$ cat config.mk
export PLATFORM = sky130hd
export DESIGN_NAME = regfile_sb
export DESIGN_NICKNAME = d
export VERILOG_FILES = /design/src/rtl/regfile_pkg.sv /design/src/rtl/regfile_sb_busy_tracker.sv /design/src/rtl/regfile_sb.sv
export SDC_FILE = /design/constraint.sdc
export NUM_CORES = 2
export LEC_CHECK = 0
export BUFFER_PORTS_ARGS = -buffer_cell sky130_fd_sc_hd__buf_2
export CORE_MARGIN = 10
export CORE_UTILIZATION = 45
export DETAILED_ROUTE_END_ITERATION = 10
export GPL_ROUTABILITY_DRIVEN = 1
export SYNTH_ARGS = -nofsm -noshare
export SYNTH_HDL_FRONTEND = slang
export SYNTH_SLANG_ARGS = --single-unit
$ cat constraint.sdc
create_clock -name Clk -period 4.46 [get_ports Clk]
set_input_delay 0.223 -clock Clk [delete_from_list [all_inputs] [get_ports Clk]]
set_output_delay 0.223 -clock Clk [all_outputs]
set_load 0.005 [all_outputs]
$ cat src/rtl/regfile_pkg.sv
// Shared constants for the MIPS decode-stage register file and its scoreboard.
package regfile_pkg;

    localparam int REGFILE_WIDTH = 32;
    localparam int REGFILE_DEPTH = 32;
    localparam int REGFILE_NREAD = 2;

    // Index of the hardwired zero register.
    localparam int ZERO_REG = 0;

endpackage

$ cat src/rtl/regfile_sb_busy_tracker.sv
// Per-register busy scoreboard: Issue marks a destination pending, a write-back
// retires it, Flush drops everything. Also produces the decode stall request.
module sb_busy_tracker
    import regfile_pkg::*;
#(
    parameter  int DEPTH = REGFILE_DEPTH,
    parameter  int NREAD = REGFILE_NREAD,
    localparam int AW    = $clog2(DEPTH)
) (
    input  logic                clk,
    input  logic                rst,
    input  logic [NREAD*AW-1:0] ra,
    input  logic                le,
    input  logic [AW-1:0]       rw,
    input  logic                issue,
    input  logic [AW-1:0]       issue_reg,
    input  logic                flush,
    output logic                stall,
    output logic [DEPTH-1:0]    busy_vec
);

    localparam logic [AW-1:0] ZERO_IDX = AW'(ZERO_REG);

    logic [DEPTH-1:0] busy_q;
    logic [DEPTH-1:0] busy_d;
    logic [AW-1:0]    rd_idx;

    // Next busy vector: flush beats everything; otherwise retire then set, so a newer issue wins.
    always_comb begin
        busy_d = busy_q;
        if (flush) begin
            busy_d = '0;
        end else begin
            if (le && (rw != ZERO_IDX)) begin
                busy_d[rw] = 1'b0;
            end
            if (issue && (issue_reg != ZERO_IDX)) begin
                busy_d[issue_reg] = 1'b1;
            end
        end
        busy_d[ZERO_REG] = 1'b0;
    end

    // Scoreboard register; reset discards all pending producers.
    always_ff @(posedge clk) begin
        if (rst) begin
            busy_q <= '0;
        end else begin
            busy_q <= busy_d;
        end
    end

    // Stall when a port reads a busy register that is not being written back this cycle.
    always_comb begin
        stall  = 1'b0;
        rd_idx = '0;
        for (int i = 0; i < NREAD; i++) begin
            rd_idx = ra[i*AW +: AW];
            if ((rd_idx != ZERO_IDX) && busy_q[rd_idx] && !(le && (rw == rd_idx))) begin
                stall = 1'b1;
            end
        end
        if (rst) begin
            stall = 1'b0;
        end
    end

    assign busy_vec = busy_q;

endmodule

$ cat src/rtl/regfile_sb.sv
// Multi-port MIPS register file with write-to-read bypass, hardwired r0,
// HI/LO special registers and a hazard scoreboard driving the decode stall.
module regfile_sb
    import regfile_pkg::*;
#(
    parameter  int WIDTH = REGFILE_WIDTH,
    parameter  int DEPTH = REGFILE_DEPTH,
    parameter  int NREAD = REGFILE_NREAD,
    localparam int AW    = $clog2(DEPTH)
) (
    input  logic                   Clk,
    input  logic                   Reset,
    input  logic [NREAD*AW-1:0]    RA,
    output logic [NREAD*WIDTH-1:0] PA,
    input  logic [WIDTH-1:0]       PW,
    input  logic [AW-1:0]          RW,
    input  logic                   LE,
    input  logic                   Issue,
    input  logic [AW-1:0]          IssueReg,
    input  logic                   Flush,
    output logic                   Stall,
    output logic [DEPTH-1:0]       BusyVec,
    input  logic                   HiLE,
    input  logic                   LoLE,
    input  logic [WIDTH-1:0]       HiW,
    input  logic [WIDTH-1:0]       LoW,
    output logic [WIDTH-1:0]       Hi,
    output logic [WIDTH-1:0]       Lo
);

    localparam logic [AW-1:0] ZERO_IDX = AW'(ZERO_REG);

    logic [WIDTH-1:0] regs_q [DEPTH];
    logic [WIDTH-1:0] regs_d [DEPTH];
    logic [WIDTH-1:0] hi_q, hi_d;
    logic [WIDTH-1:0] lo_q, lo_d;
    logic [AW-1:0]    rd_idx;
    logic             wr_en;

    // Writes to r0 are discarded, so they neither commit nor bypass.
    assign wr_en = LE && (RW != ZERO_IDX);

    // Next array and HI/LO contents.
    always_comb begin
        regs_d = regs_q;
        if (wr_en) begin
            regs_d[RW] = PW;
        end
        hi_d = HiLE ? HiW : hi_q;
        lo_d = LoLE ? LoW : lo_q;
    end

    // Storage; reset clears the array and HI/LO regardless of any write in that cycle.
    always_ff @(posedge Clk) begin
        if (Reset) begin
            for (int i = 0; i < DEPTH; i++) begin
                regs_q[i] <= '0;
            end
            hi_q <= '0;
            lo_q <= '0;
        end else begin
            regs_q <= regs_d;
            hi_q   <= hi_d;
            lo_q   <= lo_d;
        end
    end

    // Combinational read ports: r0 reads zero, a same-cycle write is forwarded, reset forces zero.
    always_comb begin
        PA     = '0;
        rd_idx = '0;
        for (int i = 0; i < NREAD; i++) begin
            rd_idx = RA[i*AW +: AW];
            if (!Reset && (rd_idx != ZERO_IDX)) begin
                PA[i*WIDTH +: WIDTH] = (wr_en && (RW == rd_idx)) ? PW : regs_q[rd_idx];
            end
        end
    end

    assign Hi = hi_q;
    assign Lo = lo_q;

    sb_busy_tracker #(
        .DEPTH(DEPTH),
        .NREAD(NREAD)
    ) u_busy (
        .clk      (Clk),
        .rst      (Reset),
        .ra       (RA),
        .le       (LE),
        .rw       (RW),
        .issue    (Issue),
        .issue_reg(IssueReg),
        .flush    (Flush),
        .stall    (Stall),
        .busy_vec (BusyVec)
    );

endmodule

==> metrics <==
DIE WIDTH=~370 um; EDFF count, synth=0; area growth from synthesis to layout=12.95%; full die area=139600 um2; total global-route track usage=33.25%; Hold Fails Final Rpt=0; register bit total from synthesis=1119; RR Startpoint=u_busy.busy_vec[2]; r2r endpoint=u_busy.busy_vec[2]; H-tree Lvls=3; Resize count post-CTS=0; TritonRoute pass-1 iters=8; pre-CTS setup slack=0.9366 ns; Clock transition at path regs=0.06 ns; R2R depth=3; Layout Nets=6564; Synth Flop Type=dfxtp_1; Vias per Instance=between 6 and 7; CTS Buf Count=roughly 120; relative slew slack=between 10% and 20%; Synthesis Warnings=0; Min-Delay Startpoint=PW[7]; Initial Util=45.39%; largest net degree at the start of global routing=209; most common cell after layout, fill and taps aside=nand2_1; period utilisation layout=81.54%; total grt overflow=0; CTS Sinks=between 1k and 1.5k; number of max-cap violations=0; CP max stage cell=buf_4; power per cell area=around 360 nW/um2; setup TNS=0 ns; VDD IR max=345.7 uV; cells along the critical path=buf_4, or2_2, buf_4, o221ai_1, o22ai_1, nor2_1, o221ai_1, buf_2; critical path's largest stage delay=0.68 ns; initial antenna violation count=20; Cells after Synth=6499; sequential-to-total area share from yosys stat=39.81%; Clock Tree Root=clkbuf_16; fin cells=8172; row count=129; PortBufs=282; Netlist cell types=53; vias in the first global route=around 49k; # IOs=roughly 280; Clock Tree Buf Depth=3; global-route wire length before repair=348800 um; worst-path fanout max=31; commonest cells after routing, fill and taps aside=nand2_1, dfxtp_1, a21oi_1; status=complete, no violations; Worst Max-Slew Pin Slew=approximately 1.3 ns; reg2reg setup slack=3.13 ns; endpoint class of the critical path=output pin; fin. max-slew vios=0; worst skew pair latency=approximately 0.75 ns; WP data arrival=approximately 3.4 ns; Worst Clk Skew=0 ns; dpl cells=between 7k and 8k; hold crit path type=input port to flip-flop; critical path required time=about 4.2 ns; Post-CTS Setup Bufs=0; via count=between 50k and 60k; Core Box Area=124000 um2; Post-synth ARST share=0%; final worst path period need=3.637 ns; routability congestion estimate=0.8970; syn avg cell area=8.658 um2; critical path type=input port to output pin; unrepaired setup endpoints after global routing=false; initial drt markers=~7.9k; Hold EP=regs_q[871]; Fmax=around 0.27 GHz; CTS tree=done; leakage power=approximately 22 nW; routed wire length=between 200000 and 250000 um; Worst setup SP type=input port; share of cells above drive strength 1=18.07%; Mapped Area=56270 um2; Power, Total=about 0.023 W; remaining antenna violation count=0; final worst slack=0.8233 ns; hpwl dp=roughly 150000 um; DR DRC count=0; syn_nets=6622; WHS Path Cells=3; CTS Hold Bufs=82; Die Ht=373.6 um; routed len/inst=29.75 um; final setup fails=0
logic make-up after synthesis:
kind of cell / Yosys count / synth area share (%)
and+or+nand+nor: 2417 / 16.65
AOI/OAI and AO/OA: 1488 / 15.40
DFF: 1119 / 39.81
muxes: 744 / 22.56
buffers and inverters: 720 / 5.410
xor gates and xnor gates: 10 / 0.1556
other: 1 / 0.006664
report_power, final:
group	total (W)	switching, W	internal (W)
Sequential	0.0102	0.0000653	0.0101
Combinational	0.00204	0.00141	0.000632
Clock	0.0104	0.00438	0.00603
Total	0.0226	0.00586	0.0168
worst max-delay path by stage:
stage,startpoint,end,cells after the start
final,RA[7],PA[42],8
after global routing,RA[7],PA[42],8
after global placement,RA[7],PA[42],8
after CTS,RA[7],PA[42],8
after detailed placement,RA[7],PA[42],8
after floorplan,RA[0],PA[27],7
through the flow:
step | area [um2] | utilization [%] | hold WS [ns]
2_1_floorplan | 56270 | - | 0.3702
3_3_place_gp | 58660 | 47.32 | 0.4485
3_5_place_dp | 58660 | 47.32 | 0.4565
4_1_cts | 63540 | 51.26 | 0.00004341
5_1_grt | 63550 | 51.26 | 0.03917
6_report | 63550 | 51.27 | 0.03114
critical path: cells and delay by family:
family                 cells  cell delay [ns]
buffers and inverters      3             1.42
AOI/OAI and AO/OA          3             1.06
and+or+nand+nor            2             0.68
layout make-up:
class,instances,area [um2]
Timing Repair Buffer,507,3691
Multi-Input combinational cell,4660,31220
Antenna cell,4,10.01
Fill cell,11492,60410
Clock buffer,188,3722
Tap cell,1637,2048
Inverter,32,120.1
Sequential cell,1119,22400
Clock inverter,25,342.8
registers in the layout, indices dropped and copies added (netlist names):
register	cells
Hi	32
Lo	32
regs_q	1024
u_busy.busy_vec	31
Yosys cell counts (2+ instances only):
cell	n	area share, %
nand2b_1	2	0.022
buf_1	28	0.19
dfxtp_1	1119	40
inv_1	32	0.21
nor3b_1	5	0.067
clkbuf_2	16	0.14
and3_1	6	0.067
xnor2_1	10	0.16
mux4_2	413	17
a22o_1	34	0.53
nand3b_1	3	0.040
a32o_1	15	0.27
mux2i_1	266	4.7
or3b_2	4	0.062
buf_2	110	0.98
a22oi_1	117	1.6
a21oi_1	1059	9.4
nor2_1	169	1.1
mux2_2	65	1.3
nor3_1	3	0.027
a32oi_1	4	0.062
nor2b_1	41	0.46
a21o_1	2	0.027
o221ai_1	88	1.4
a211oi_1	42	0.56
and2_1	7	0.078
nand2_1	2143	14
buf_6	14	0.28
and3b_1	3	0.047
o22ai_1	57	0.63
a221o_1	32	0.57
o21ai_0	32	0.28
or2_2	3	0.033
nand3_1	18	0.16
buf_4	21	0.28
clkbuf_1	499	3.3
per-layer routing:
metal	track usage [%]	part of all wire [%]	vias to the layer above
li1	-	-	22558
met1	43.01	38	25634
met2	51.08	44	3590
met3	8.726	12	780
met4	16.78	5.8	18
met5	0	0.042	-
Power figures use the tool's default switching activity.
